[src/rtl/video_cmd_controller.sv]
// Command controller: parses ASCII test-pattern / display commands from the UART,
// holds them in shadow registers, commits them on frame strobes and returns a
// one-byte reply through the transmitter handshake.
module video_cmd_controller #(
    parameter int unsigned TIMEOUT_CYCLES = 2500000
) (
    input  logic       i_clk,
    input  logic       i_rst,
    input  logic [7:0] i_rx_byte,
    input  logic       i_rx_valid,
    input  logic       i_frame_strobe,
    input  logic       i_tx_active,
    input  logic       i_tx_done,
    output logic [7:0] o_tx_byte,
    output logic       o_tx_dv,
    output logic [3:0] o_pattern,
    output logic [7:0] o_display_byte,
    output logic       o_pending,
    output logic       o_resp_drop
);

    localparam int unsigned CntW = (TIMEOUT_CYCLES > 2) ? $clog2(TIMEOUT_CYCLES) : 1;
    localparam logic [CntW-1:0] CntMax = CntW'(TIMEOUT_CYCLES - 1);

    typedef enum logic [1:0] {StIdle, StGetP, StGetD1, StGetD2} state_e;

    state_e          state_q, state_d;
    logic [CntW-1:0] cnt_q;
    logic [3:0]      hi_q;
    logic [3:0]      shadow_pat_q;
    logic [7:0]      shadow_disp_q;
    logic [3:0]      pattern_q;
    logic [7:0]      display_q;
    logic            pending_q;
    logic [7:0]      slot_q;
    logic            slot_full_q;
    logic            tx_wait_q;
    logic            tx_dv_q;
    logic [7:0]      tx_byte_q;
    logic            resp_drop_q;

    // Parser decisions for this cycle
    logic       rply_req;
    logic [7:0] rply_byte;
    logic       pat_wr;
    logic       disp_wr;
    logic       hi_wr;
    logic       timeout;
    logic [4:0] hex;       // {valid, nibble}
    logic [7:0] pat_char;

    // Handshake decisions for this cycle
    logic launch;
    logic accept;
    logic drop;

    function automatic logic [4:0] hex_decode(input logic [7:0] c);
        if (c >= "0" && c <= "9") begin
            return {1'b1, c[3:0]};
        end else if ((c >= "A" && c <= "F") || (c >= "a" && c <= "f")) begin
            return {1'b1, c[3:0] + 4'd9};
        end else begin
            return 5'd0;
        end
    endfunction

    // Parser state register
    always_ff @(posedge i_clk or posedge i_rst) begin
        if (i_rst) begin
            state_q <= StIdle;
        end else begin
            state_q <= state_d;
        end
    end

    // Next-state and parser actions; a timeout wins only when no byte arrives
    always_comb begin
        state_d   = state_q;
        rply_req  = 1'b0;
        rply_byte = "E";
        pat_wr    = 1'b0;
        disp_wr   = 1'b0;
        hi_wr     = 1'b0;
        hex       = hex_decode(i_rx_byte);
        pat_char  = (pattern_q < 4'd10) ? (8'h30 + {4'h0, pattern_q})
                                        : (8'h37 + {4'h0, pattern_q});
        timeout   = (state_q != StIdle) && !i_rx_valid && (cnt_q == CntMax);
        if (timeout) begin
            state_d   = StIdle;
            rply_req  = 1'b1;
            rply_byte = "T";
        end else if (i_rx_valid) begin
            case (state_q)
                StIdle: begin
                    if (i_rx_byte == "P" || i_rx_byte == "p") begin
                        state_d = StGetP;
                    end else if (i_rx_byte == "D" || i_rx_byte == "d") begin
                        state_d = StGetD1;
                    end else if (i_rx_byte == "?") begin
                        rply_req  = 1'b1;
                        rply_byte = pat_char;
                    end else if (i_rx_byte != 8'h0D && i_rx_byte != 8'h0A &&
                                 i_rx_byte != 8'h20) begin
                        rply_req = 1'b1;
                    end
                end
                StGetP: begin
                    state_d  = StIdle;
                    rply_req = 1'b1;
                    if (hex[4]) begin
                        pat_wr    = 1'b1;
                        rply_byte = "K";
                    end
                end
                StGetD1: begin
                    if (hex[4]) begin
                        hi_wr   = 1'b1;
                        state_d = StGetD2;
                    end else begin
                        state_d  = StIdle;
                        rply_req = 1'b1;
                    end
                end
                StGetD2: begin
                    state_d  = StIdle;
                    rply_req = 1'b1;
                    if (hex[4]) begin
                        disp_wr   = 1'b1;
                        rply_byte = "K";
                    end
                end
                default: state_d = StIdle;
            endcase
        end
    end

    // Reply slot / transmitter handshake decisions
    always_comb begin
        launch = slot_full_q && !tx_wait_q && !i_tx_active;
        accept = rply_req && !slot_full_q && !tx_wait_q;
        drop   = rply_req && !accept;
    end

    // Datapath: timeout counter, shadows, frame commit, reply slot, tx handshake
    always_ff @(posedge i_clk or posedge i_rst) begin
        if (i_rst) begin
            cnt_q         <= '0;
            hi_q          <= 4'h0;
            shadow_pat_q  <= 4'h0;
            shadow_disp_q <= 8'h00;
            pattern_q     <= 4'h0;
            display_q     <= 8'h00;
            pending_q     <= 1'b0;
            slot_q        <= 8'h00;
            slot_full_q   <= 1'b0;
            tx_wait_q     <= 1'b0;
            tx_dv_q       <= 1'b0;
            tx_byte_q     <= 8'h00;
            resp_drop_q   <= 1'b0;
        end else begin
            if (i_rx_valid || state_q == StIdle) begin
                cnt_q <= '0;
            end else if (cnt_q != CntMax) begin
                cnt_q <= cnt_q + CntW'(1);
            end

            if (hi_wr) hi_q <= hex[3:0];
            if (pat_wr) shadow_pat_q <= hex[3:0];
            if (disp_wr) shadow_disp_q <= {hi_q, hex[3:0]};

            // Commit samples the shadow before any same-cycle write lands
            if (i_frame_strobe) begin
                pattern_q <= shadow_pat_q;
                display_q <= shadow_disp_q;
            end
            if (pat_wr || disp_wr) begin
                pending_q <= 1'b1;
            end else if (i_frame_strobe) begin
                pending_q <= 1'b0;
            end

            if (accept) begin
                slot_q      <= rply_byte;
                slot_full_q <= 1'b1;
            end else if (launch) begin
                slot_full_q <= 1'b0;
            end

            if (launch) begin
                tx_wait_q <= 1'b1;
                tx_byte_q <= slot_q;
            end else if (i_tx_done) begin
                tx_wait_q <= 1'b0;
            end
            tx_dv_q     <= launch;
            resp_drop_q <= drop;
        end
    end

    assign o_tx_byte      = tx_byte_q;
    assign o_tx_dv        = tx_dv_q;
    assign o_pattern      = pattern_q;
    assign o_display_byte = display_q;
    assign o_pending      = pending_q;
    assign o_resp_drop    = resp_drop_q;

endmodule

[config.mk]
export PLATFORM = sky130hd
export DESIGN_NAME = video_cmd_controller
export DESIGN_NICKNAME = d
export VERILOG_FILES = /design/src/rtl/video_cmd_controller.sv
export SDC_FILE = /design/constraint.sdc
export NUM_CORES = 1
export LEC_CHECK = 0
export CAP_MARGIN = 0
export CORE_UTILIZATION = 51
export CTS_CLUSTER_SIZE = 10
export DETAILED_ROUTE_END_ITERATION = 12
export PLACE_DENSITY = 0.75
export SLEW_MARGIN = 10
export SYNTH_ARGS = -nofsm -noshare
export SYNTH_HDL_FRONTEND = slang
export SYNTH_SLANG_ARGS = --single-unit
[constraint.sdc]
create_clock -name i_clk -period 2.14 [get_ports i_clk]
set_input_delay 0.428 -clock i_clk [delete_from_list [all_inputs] [get_ports i_clk]]
set_output_delay 0.428 -clock i_clk [all_outputs]
set_load 0.02 [all_outputs]
======== Word-level counts from Yosys, hierarchy flattened ========
Cells that the tools add are included.
word-level totals
  logic and storage cells ................. 112
  bits in registers ....................... 73
  output and inout port bits .............. 23
operators by class
  add/sub/neg operators ................... 4
  reduce and logical (&&, ||, !) cells .... 31
  equal/unequal tests ..................... 14
  magnitude comparators ................... 7
  muxes and demuxes ....................... 42
operators with widths
  kind                   number
  $mux 22                2
  $mux 7                 6
  $eq 8x7->1 const B     4
  $mux 1                 23
  $add 22x1->22 const B  1
  $eq 22x22->1 const B   1
  $ne 22x22->1 const B   1
  $ge 8x7->1 const B     2
  $le 8x7->1 const B     2
  $ne 8x4->1 const B     2
  $add 6x4->7 const A    2
  $pmux 7 s2             1
  $logic_and 1x1->1      12
  $reduce_bool 2->1      6
  $mux 2                 5
  $mux 5                 2
  $eq 8x6->1 const B     1
  $ge 8x6->1 const B     1
  $le 8x6->1 const B     1
  $ne 8x6->1 const B     1
  $pmux 2 s3             1
  $logic_not 1->1        5
  $logic_or 1x1->1       5
  $add 4x4->4 const B    1
  other kinds (9)        10

======== Logic depth before layout (Yosys ltp) ========
Gate-level depths: netlist of the first run.
  depth after elaboration ................. 14
  depth in mapped cells ................... 8

======== Least setup slack after synthesis of the first run ========
OpenSTA, ideal clock, no wires.
  kind .................................... in2reg
  start point ............................. input port i_rx_byte[4]
  end point ............................... register slot_q[0]
  stages .................................. 5
  slack ................................... -0.111 ns
  library setup time ...................... 0.125 ns
  arrival ................................. 2.126 ns
  path buffers ............................ 0
  path through ............................ or4b_4 -> nor3b_4 -> o21ai_2 -> a41oi_4 -> mux2_2
between the ends
  cells in the longest elaborated chain, start to end .. 12
  elaborated cells on any way between the ends .. 40
  classes of those cells .................. 6 x order compare; 8 x eq/ne; 16 x mux; 10 x reduce/logical
ends and longest elaborated chain
  what                                                                 line  source
  start, declared                                                      9     input logic [7:0] i_rx_byte,
  parallel branches: the longest is 12 deep, another holds $ge 8x7->1  --
  end signal, assigned                                                 183   slot_q <= rply_byte;
  end, declared                                                        35    logic [7:0] slot_q;
Parallel ways; which one is timed is not known.
A chain may end at the register's enable or synchronous reset.

======== Worst setup path in the final report of the first run ========
  start point ............................. input port i_rx_byte[5]
  end point ............................... register slot_q[2]
Same word-level chain as after synthesis.

==> flow_metrics.py, run 1 <==
metrics = {
    "outcome": {
        "status": "finished, violations left",
        "violations": "design-rule violations",
    },
    "routing": {
        "drcViolationCount": 6,
        "dr.pass1.iters": 9,
        "wire_per_inst_um": 15.8,
        "ant_nets": 0,
        "viasPerCell": 5.58,
        "drt_iter0_markers": 119,
        "vias": 2749,
        "wl_um": 7770,
    },
    "synthesis": {
        "yosysSeqAreaShare_pct": 51.9,
        "postSynthCellCount": 322,
        "syn_avg_cell_area_um2": 10.6,
        "synth_ff_type": "dfrtp_1",
        "syn_nets": 342,
        "synth_area_mm2": 0.00342,
        "synth-edff-count": 0,
        "synth-seq-cells": 71,
        "synth_cell_types": 46,
        "synth-async-reset-ratio_pct": 100,
        "synth_warnings": 0,
    },
    "worst_setup_path": {
        "cp-start-kind": "input port",
        "crit_arrival_ns": 2.30,
        "crit_chain": "clkdlybuf4s50_1 -> or4bb_4 -> buf_4 -> nor3_4 -> buf_6 -> nand3_1 -> a21boi_2 -> mux2i_1",
        "critPathMaxFanout": 6,
        "crit_path_end_kind": "flop",
        "path_class": "input port to flop",
        "worst-path-buf-inv": 3,
        "crit_required_ns": 2.37,
        "critPathMaxStageDelay_ns": 0.48,
        "crit_family": "buffers and inverters",
        "slowest_stage": "or4bb_4",
    },
    "power": {
        "p_leak_nw": 2.08,
        "powerDensity_mw_per_mm2": 814,
        "ir_drop_mv": 0.516,
        "power.total_mw": 3.81,
    },
    "placement": {
        "placed_area_mm2": 0.00430,
        "hpwl_um": 5340,
        "dp.cells": 476,
        "gp_congestion": 0.840,
        "portBuffers": 35,
    },
    "global_routing": {
        "grt_pass1_vias": 2739,
        "grt_max_degree": 29,
        "grt_pass1_wl_um": 13200,
        "overflow": 0,
        "grt_antenna_before_repair": 0,
        "track_usage_pct": 24.0,
    },
    "clock_tree": {
        "path_clk_slew_ns": 0.08,
        "htree_levels": 3,
        "cts_hold_buffers": 0,
        "cts_max_path_buffers": 2,
        "clkSinkCount": 71,
        "clockRootBuffer": "clkbuf_8",
        "worstSkewPairLatency_ns": 0.35,
        "numCtsBuffers": 9,
        "cts_tree": "yes",
    },
    "worst_hold_path": {
        "hp-class": "input port to asynchronous set/reset pin",
    },
    "sta": {
        "relSlewSlack_pct": 62.1,
        "setup_violations": 0,
        "finalHoldViolations": 0,
        "min_period_over_period_pct": 96.9,
        "report.final.slew_viol_count": 0,
        "fmax_ghz": 0.482,
        "rsz0062_at_grt": "yes",
        "layout_min_cycle_time_ns": 2.07,
        "setup_tns_ns": 0,
        "final.setup_skew_ns": 0.00702,
        "worst_slew_pin_slew_ns": 0.567,
    },
    "cells_and_area": {
        "fin_area_mm2": 0.00469,
        "multiInputGateArea_mm2": 0.00168,
        "stdcell_count": 493,
        "final_core_util_pct": 73.0,
        "layout.nets": 431,
        "diodes": 0,
        "syn2layout_area_growth_pct": 36.9,
        "drive_gt1_share_pct": 30.3,
        "nFillCells": 442,
        "register_area_mm2": 0.00178,
    },
    "die": {
        "die_y_um": 83.9,
        "coreArea_mm2": 0.00642,
        "die_area_mm2": 0.00705,
        "fp.dieW_um": 83.9,
        "ios": 37,
        "num_rows": 29,
        "initial_core_util_pct": 53.3,
    },
    "run": {
        "cap_violations": 0,
    },
}
## flip-flops by register name (all words and copies together) (netlist names)
name,cells
slot_q,7
hi_q,4
o_tx_byte,7
tx_wait_q,1
o_display_byte,8
o_pending,1
cnt_q,22
o_tx_dv,1
state_q,2
shadow_disp_q,8
o_resp_drop,1
slot_full_q,1
o_pattern,4
shadow_pat_q,4
## Yosys cell counts, types with 7 or more instances
master | count | area (um2)
nand3_1 | 14 | 70.1
xnor2_1 | 11 | 96.3
dfrtp_1 | 71 | 1780
nand2_1 | 26 | 97.6
nor2_1 | 25 | 93.8
o21ai_0 | 25 | 125
inv_1 | 12 | 45.0
clkbuf_1 | 13 | 48.8
mux2_2 | 27 | 304
nor3_1 | 7 | 35.0
a21oi_1 | 10 | 50.1
xor2_1 | 9 | 78.8
## where the power goes
| group | switching, mW | internal (mW) | leakage, nW |
|---|---|---|---|
| logic | 0.470 | 0.420 | 1.01 |
| clock network | 0.536 | 0.814 | 0.124 |
| registers | 0.0939 | 1.48 | 0.948 |
## final timing paths
path                                    from               to  slack [ns]  cells past startpoint
worst max-delay path            i_rx_byte[5]        slot_q[2]        0.07                      8
worst min-delay path                   i_rst  shadow_pat_q[2]        0.48                      2
worst max register to register     cnt_q[11]        slot_q[1]        0.12                      7
worst min register to register       hi_q[1]          hi_q[1]        0.49                      2
max in group asynchronous              i_rst        tx_wait_q        1.15                      3
min in group i_clk                   hi_q[1]          hi_q[1]        0.49                      2
## per-stage QoR
step	worst slack (ns)	hold WS (ns)
floorplan	-0.0705	0.435
global placement	-0.479	0.454
detailed placement	-0.556	0.468
CTS	0.00344	0.490
global route	0.00890	0.520
finish	0.0663	0.481
## placed cells by master, fill, tap and decap left out, types with 3 or more instances in the layout
cell type,count
and3_1,5
nand2_1,26
or2_2,3
dlygate4sd2_1,4
nor3_1,6
bufinv_16,3
o21ai_0,22
nand3_1,14
a21oi_1,8
buf_4,50
buf_6,4
buf_12,3
nand4_1,6
xnor2_1,11
clkbuf_8,10
ha_1,4
xor2_1,9
clkdlybuf4s50_1,29
inv_1,10
mux2_4,6
nor2b_1,3
nor4_1,4
o21ai_2,3
dfrtp_1,71
a31oi_1,3
nor2_1,25
mux2_2,21
## area by class of cell
type	instances	share of cell area [%]
sequential	71	37.9
multi-input combinational	225	35.9
timing repair buffer	92	17.7
tap	77	2.06
inverter	12	1.04
clock inverter	6	2.46
clock buffer	10	2.94
## kinds of logic (layout without fill, tap and decap cells)
family	after synthesis	in the layout	synth area share (%)
AO/OA/AOI/OAI	56	56	10.4
XOR/XNOR	20	20	5.12
adder cells (fa/ha/maj)	6	6	2.19
buffers and inverters	26	120	2.96
flip-flops	71	71	51.9
multiplexers	29	29	9.46
other	1	1	0.110
AND/OR/NAND/NOR	113	113	17.9
## layer usage
| metal | share of wire [%] | track usage [%] | vias to the layer above |
|---|---|---|---|
| met5 | 0 | 0 | - |
| met4 | 1.2 | 7.05 | 0 |
| met3 | 4.0 | 5.84 | 8 |
| met2 | 48 | 37.9 | 63 |
| met1 | 47 | 33.2 | 1354 |
| li1 | - | - | 1324 |
## repair_timing
action | CTS | global route
gates resized for setup | 26 | 11
hold endpoints to repair | 0 | 0
setup buffers | 1 | 0
setup endpoints to repair | 15 | 22
pin swaps | 10 | 9
(Power assumes the default switching activity.)
==> run 2, diff against run 1 <==
SETUP_SLACK_MARGIN = 0.02   (was unset)
==> run 2 against run 1 <==
  * The run still ends with design-rule violations left
  * Combinational power fell by 1%
  * Largest power group unchanged
  * Core utilization fell by 1.3 points
  * Die area unchanged
  * Clock power decreased by 25%
  * Sequential power about the same
  * Count of clock-buffer cells in the layout decreased by 1
  * Final cell count rose by 0.81%
==> flow_metrics.py, run 2 (synthesis results as in run 1) <==
metrics = {
    "sta": {
        "report.final.slew_viol_count": 0,
        "setup_slack_ns": 0.0449,
        "setup_violations": 0,
        "finalHoldViolations": 0,
        "min_period_over_period_pct": 97.9,
        "fmax_ghz": 0.477,
        "relSlewSlack_pct": 60.8,
        "worst_slew_pin_slew_ns": 0.586,
        "final.setup_skew_ns": 0.0126,
        "layout_min_cycle_time_ns": 2.10,
    },
    "cells_and_area": {
        "stdcell_count": 497,
        "nFillCells": 448,
        "fin_area_mm2": 0.00461,
        "largest_register": "cnt_q",
        "diodes": 0,
        "layout.nets": 435,
        "final_core_util_pct": 71.7,
        "largest_register_ffs": 22,
        "mostFrequentLayoutCells": "71 x dfrtp_1, 58 x buf_4, 28 x clkdlybuf4s50_1",
        "final_common_cell": "dfrtp_1",
        "syn2layout_area_growth_pct": 34.5,
        "drive_gt1_share_pct": 30.5,
    },
    "routing": {
        "dr.pass1.iters": 9,
        "wl_um": 7800,
        "vias": 2794,
        "drt_iter0_markers": 174,
        "viasPerCell": 5.62,
        "wire_per_inst_um": 15.7,
        "ant_nets": 0,
        "drcViolationCount": 6,
    },
    "power": {
        "p_leak_nw": 2.06,
        "powerDensity_mw_per_mm2": 752,
        "comb_power_share_pct": 25.4,
        "ir_drop_mv": 0.460,
        "switchingPower_mw": 1.13,
        "swShare_pct": 32.6,
        "power_frac_seq_pct": 45.5,
        "p_int_mw": 2.34,
        "pwr-share-clk_pct": 29.0,
    },
    "clock_tree": {
        "numCtsBuffers": 9,
        "clockRootBuffer": "clkbuf_8",
        "cts_max_path_buffers": 2,
        "htree_levels": 3,
        "worstSkewPairLatency_ns": 0.36,
        "clkSinkCount": 71,
        "cts_tree": "yes",
        "cts_hold_buffers": 0,
        "path_clk_slew_ns": 0.08,
    },
    "run": {
        "cap_violations": 0,
    },
    "global_routing": {
        "grt_pass1_vias": 2713,
        "grt_antenna_before_repair": 0,
        "track_usage_pct": 23.2,
        "grt_pass1_wl_um": 12800,
        "grt_max_degree": 35,
        "overflow": 0,
    },
    "outcome": {
        "status": "finished, violations left",
        "violations": "design-rule violations",
    },
    "worst_setup_path": {
        "crit_arrival_ns": 2.33,
        "worst-path-buf-inv": 4,
        "critPathMaxFanout": 6,
        "crit_family": "buffers and inverters",
        "critPathMaxStageDelay_ns": 0.53,
        "cp-start-kind": "input port",
        "crit_required_ns": 2.38,
        "path_class": "input port to flop",
        "crit_chain": "clkdlybuf4s50_1 -> buf_4 -> nor3b_4 -> nor3b_4 -> buf_4 -> o2111ai_2 -> buf_6 -> mux2_2",
        "crit_path_end_kind": "flop",
        "slowest_stage": "clkdlybuf4s50_1",
    },
    "worst_hold_path": {
        "hp-class": "input port to asynchronous set/reset pin",
    },
    "die": {
        "coreArea_mm2": 0.00642,
        "fp.dieW_um": 83.9,
        "num_rows": 29,
        "die_area_mm2": 0.00705,
        "die_y_um": 83.9,
        "initial_core_util_pct": 53.3,
        "ios": 37,
    },
    "placement": {
        "dp.cells": 473,
        "gp_congestion": 0.885,
        "dp_slack_ns": -0.513,
        "hpwl_um": 5330,
        "portBuffers": 35,
        "placed_area_mm2": 0.00426,
    },
}
[run 2: cell types whose count changed in the layout (fill, tap and decap cells not counted), sizes merged, moves of 2 or more]
cell	change
clkdlybuf4s15	+2
inv	+2
bufinv	-3
buf	+4
dlygate4sd2	-2
[run 2: layout make-up]
| cell class | instances | area [um2] | area share, % |
|---|---|---|---|
| Clock buffer | 9 | 124 | 2.69 |
| Clock inverter | 7 | 61.3 | 1.33 |
| Inverter | 12 | 48.8 | 1.06 |
| Multi-Input combinational cell | 225 | 1660 | 36.0 |
| Sequential cell | 71 | 1780 | 38.6 |
| Tap cell | 77 | 96.3 | 2.09 |
| Timing Repair Buffer | 96 | 842 | 18.3 |
[run 2: final timing paths]
path / startpoint / end / cells after the start / slack, ns
setup / recovery: i_rx_byte[2] / shadow_disp_q[6] / 8 / 0.04
hold / removal: i_rst / shadow_disp_q[2] / 2 / 0.40
setup reg to reg: cnt_q[20] / slot_q[6] / 7 / 0.10
hold reg to reg: shadow_disp_q[3] / shadow_disp_q[3] / 2 / 0.48
max in group asynchronous: i_rst / cnt_q[1] / 3 / 1.25
min in group i_clk: shadow_disp_q[3] / shadow_disp_q[3] / 2 / 0.48
[run 2: layer usage]
metal / part of all wire [%] / GRT usage [%] / wire, um / up-vias
li1: - / - / - / 1331
met1: 46 / 30.9 / 3550 / 1372
met2: 48 / 37.9 / 3750 / 75
met3: 4.6 / 5.14 / 360 / 16
met4: 1.7 / 7.52 / 133 / 0
met5: 0 / 0 / 0 / -
[run 2: power by group through the flow]
| stage | Clock (mW) | Sequential (mW) | Combinational [mW] |
|---|---|---|---|
| after detailed placement | 0 | 1.60 | 0.827 |
| final | 1.01 | 1.58 | 0.880 |
| after global placement | 0 | 1.59 | 0.813 |
| after CTS | 1.03 | 1.57 | 0.845 |
| after global routing | 1.09 | 1.60 | 0.954 |
| after floorplan | 0 | 1.64 | 0.413 |
[run 2: timing repair]
action	4_1_cts	5_1_grt
pin swaps	9	9
setup buffers	4	4
setup endpoints to repair	14	24
gates resized for setup	16	15
[run 2: metrics by stage]
step / total power, mW / hold WS, ns / setup TNS (ns)
5_1_grt: 3.65 / 0.416 / -0.00353
3_5_place_dp: 2.43 / 0.466 / -9.73
3_3_place_gp: 2.40 / 0.455 / -8.90
2_1_floorplan: 2.05 / 0.435 / -0.249
6_report: 3.46 / 0.404 / 0
4_1_cts: 3.45 / 0.416 / 0
==> run 3, diff against run 2 <==
REMOVE_ABC_BUFFERS = 1   (was unset)
==> run 3 against run 2 <==
  * The flow still finishes with violations (design-rule violations)
  * Total power up 2.4%
  * Wire length decreased by 6.5%
  * Global-route usage down 0.14 points
  * Clock skew is 0.0014 ns lower
  * Highest routed layer unchanged
  * Setup slack better by 0.027 ns
  * Cell area down 1.8%
  * Largest power group unchanged
  * Die area stayed put
  * Sequential cell count unchanged
  * Core utilization decreased by 1.3 points
  * First-iteration DRC count decreased by 29%
  * Non-clock buffer count fell by 12
==> flow_metrics.py, run 3 (synthesis results as in run 1) <==
metrics = {
    "power": {
        "ir_drop_mv": 0.453,
        "swShare_pct": 30.5,
        "p_int_mw": 2.47,
        "pwr-share-clk_pct": 31.2,
        "power_frac_seq_pct": 44.3,
        "powerDensity_mw_per_mm2": 785,
        "p_leak_nw": 1.99,
        "comb_power_share_pct": 24.4,
        "power.total_mw": 3.55,
        "switchingPower_mw": 1.08,
    },
    "placement": {
        "gp_congestion": 0.814,
        "placed_area_mm2": 0.00419,
        "hpwl_um": 5120,
        "portBuffers": 35,
        "dp_slack_ns": -0.546,
        "dp.cells": 466,
    },
    "global_routing": {
        "use_met3_pct": 4.15,
        "grt_pass1_vias": 2665,
        "grt_max_degree": 28,
        "grt_busiest_layer": "met2",
        "overflow": 0,
        "met1_usage_pct": 31.0,
        "grt_use_met2_pct": 36.7,
        "grt_pass1_wl_um": 12800,
        "grt_antenna_before_repair": 0,
        "track_usage_pct": 23.1,
    },
    "sta": {
        "worst_slew_pin_slew_ns": 0.573,
        "min_period_over_period_pct": 96.6,
        "finalHoldViolations": 0,
        "rsz0062_at_grt": "no",
        "fmax_ghz": 0.484,
        "relSlewSlack_pct": 61.7,
        "fin_hold_ws_ns": 0.454,
        "setup_slack_ns": 0.0719,
        "final.setup_skew_ns": 0.0112,
        "setup_tns_ns": 0,
        "report.final.slew_viol_count": 0,
        "setup_violations": 0,
        "layout_min_cycle_time_ns": 2.07,
    },
    "cells_and_area": {
        "layout.nets": 423,
        "drive_gt1_share_pct": 28.4,
        "final_core_util_pct": 70.4,
        "stdcell_count": 485,
        "syn2layout_area_growth_pct": 32.0,
        "final_common_cell": "dfrtp_1",
        "largest_register": "cnt_q",
        "mostFrequentLayoutCells": "71 x dfrtp_1, 44 x buf_4, 28 x clkdlybuf4s50_1",
        "nFillCells": 471,
        "fin_area_mm2": 0.00452,
        "largest_register_ffs": 22,
        "diodes": 0,
    },
    "worst_hold_path": {
        "hp-class": "input port to asynchronous set/reset pin",
    },
    "routing": {
        "vias": 2722,
        "wire_per_inst_um": 15.0,
        "ant_nets": 0,
        "viasPerCell": 5.61,
        "drcViolationCount": 8,
        "dr.pass1.iters": 9,
        "wl_um": 7290,
        "drt_iter0_markers": 123,
    },
    "clock_tree": {
        "path_clk_slew_ns": 0.08,
        "cts_tree": "yes",
        "worstSkewPairLatency_ns": 0.35,
        "clkSinkCount": 71,
        "numCtsBuffers": 9,
        "cts_max_path_buffers": 2,
        "htree_levels": 3,
        "clockRootBuffer": "clkbuf_8",
    },
    "outcome": {
        "status": "finished, violations left",
        "violations": "design-rule violations",
    },
    "worst_setup_path": {
        "reg2regPathDepth": 6,
        "path_class": "input port to flop",
        "critPathMaxFanout": 8,
        "crit_arrival_ns": 2.30,
        "endpoint": "slot_q[4]",
        "cp-start-kind": "input port",
        "crit_required_ns": 2.37,
        "worstReg2RegStart": "cnt_q[19]",
        "r2r-end": "slot_q[4]",
        "critPathLaunch": "i_rx_byte[2]",
        "r2r_slack_ns": 0.12,
        "crit_path_end_kind": "flop",
    },
    "die": {
        "die_area_mm2": 0.00705,
        "num_rows": 29,
        "coreArea_mm2": 0.00642,
        "die_y_um": 83.9,
        "initial_core_util_pct": 53.3,
        "fp.dieW_um": 83.9,
        "ios": 37,
    },
    "run": {
        "cap_violations": 0,
    },
}
-- run 3: changes by cell type in the layout (fill, tap and decap cells not counted), sizes merged, moves of 2 or more --
cell          previous run  this run
buf                     61        49
clkbuf                   9        12
clkinv                   1         3
clkinvlp                 3         1
dlymetal6s2s             3         0
inv                     15        13
-- run 3: worst min path at each step --
stage | startpoint | to | depth (start not counted)
final | i_rst | slot_q[0] | 2
after global routing | i_rst | slot_q[1] | 2
after CTS | i_rst | slot_q[0] | 2
after detailed placement | shadow_pat_q[2] | shadow_pat_q[2] | 2
after global placement | cnt_q[4] | cnt_q[4] | 1
after floorplan | cnt_q[4] | cnt_q[4] | 1
-- run 3: layout make-up --
class                   instances  area [um2]  share of cell area, %
inverters                      12        45.0                  0.996
multi-input cells             225        1650                   36.4
well taps                      77        96.3                   2.13
clock inverters                 6        68.8                   1.52
repair buffers                 84         751                   16.6
clock buffers                  10         138                   3.04
flip-flops and latches         71        1780                   39.3
-- run 3: per-layer routing --
| layer | vias to the layer above | wire length (um) |
|---|---|---|
| met5 | - | 0 |
| met4 | 0 | 112 |
| met3 | 13 | 318 |
| met2 | 68 | 3480 |
| met1 | 1335 | 3370 |
| li1 | 1306 | - |
-- run 3: critical path: stages --
cell and delay (ns):
clkdlybuf4s50_1 0.46, buf_4 0.18, o21bai_2 0.20, a21oi_4 0.22, o21ai_4 0.09, a41oi_4 0.27
buf_12 0.17, mux2_4 0.29
-- run 3: repair_timing --
item / CTS / global route
gates resized for setup: 24 / 14
pin swaps: 6 / 4
hold buffers: 0 / 0
setup buffers: 3 / 0
gates cloned: 0 / 0
endpoints found under the setup margin: 14 / 9
-- run 3: power by group through the flow --
stage / clock network [mW] / registers, mW / logic (mW)
final: 1.11 / 1.57 / 0.866
after global routing: 1.18 / 1.59 / 0.948
after CTS: 1.12 / 1.57 / 0.858
after detailed placement: 0 / 1.59 / 0.803
after global placement: 0 / 1.59 / 0.786
after floorplan: 0 / 1.65 / 0.370
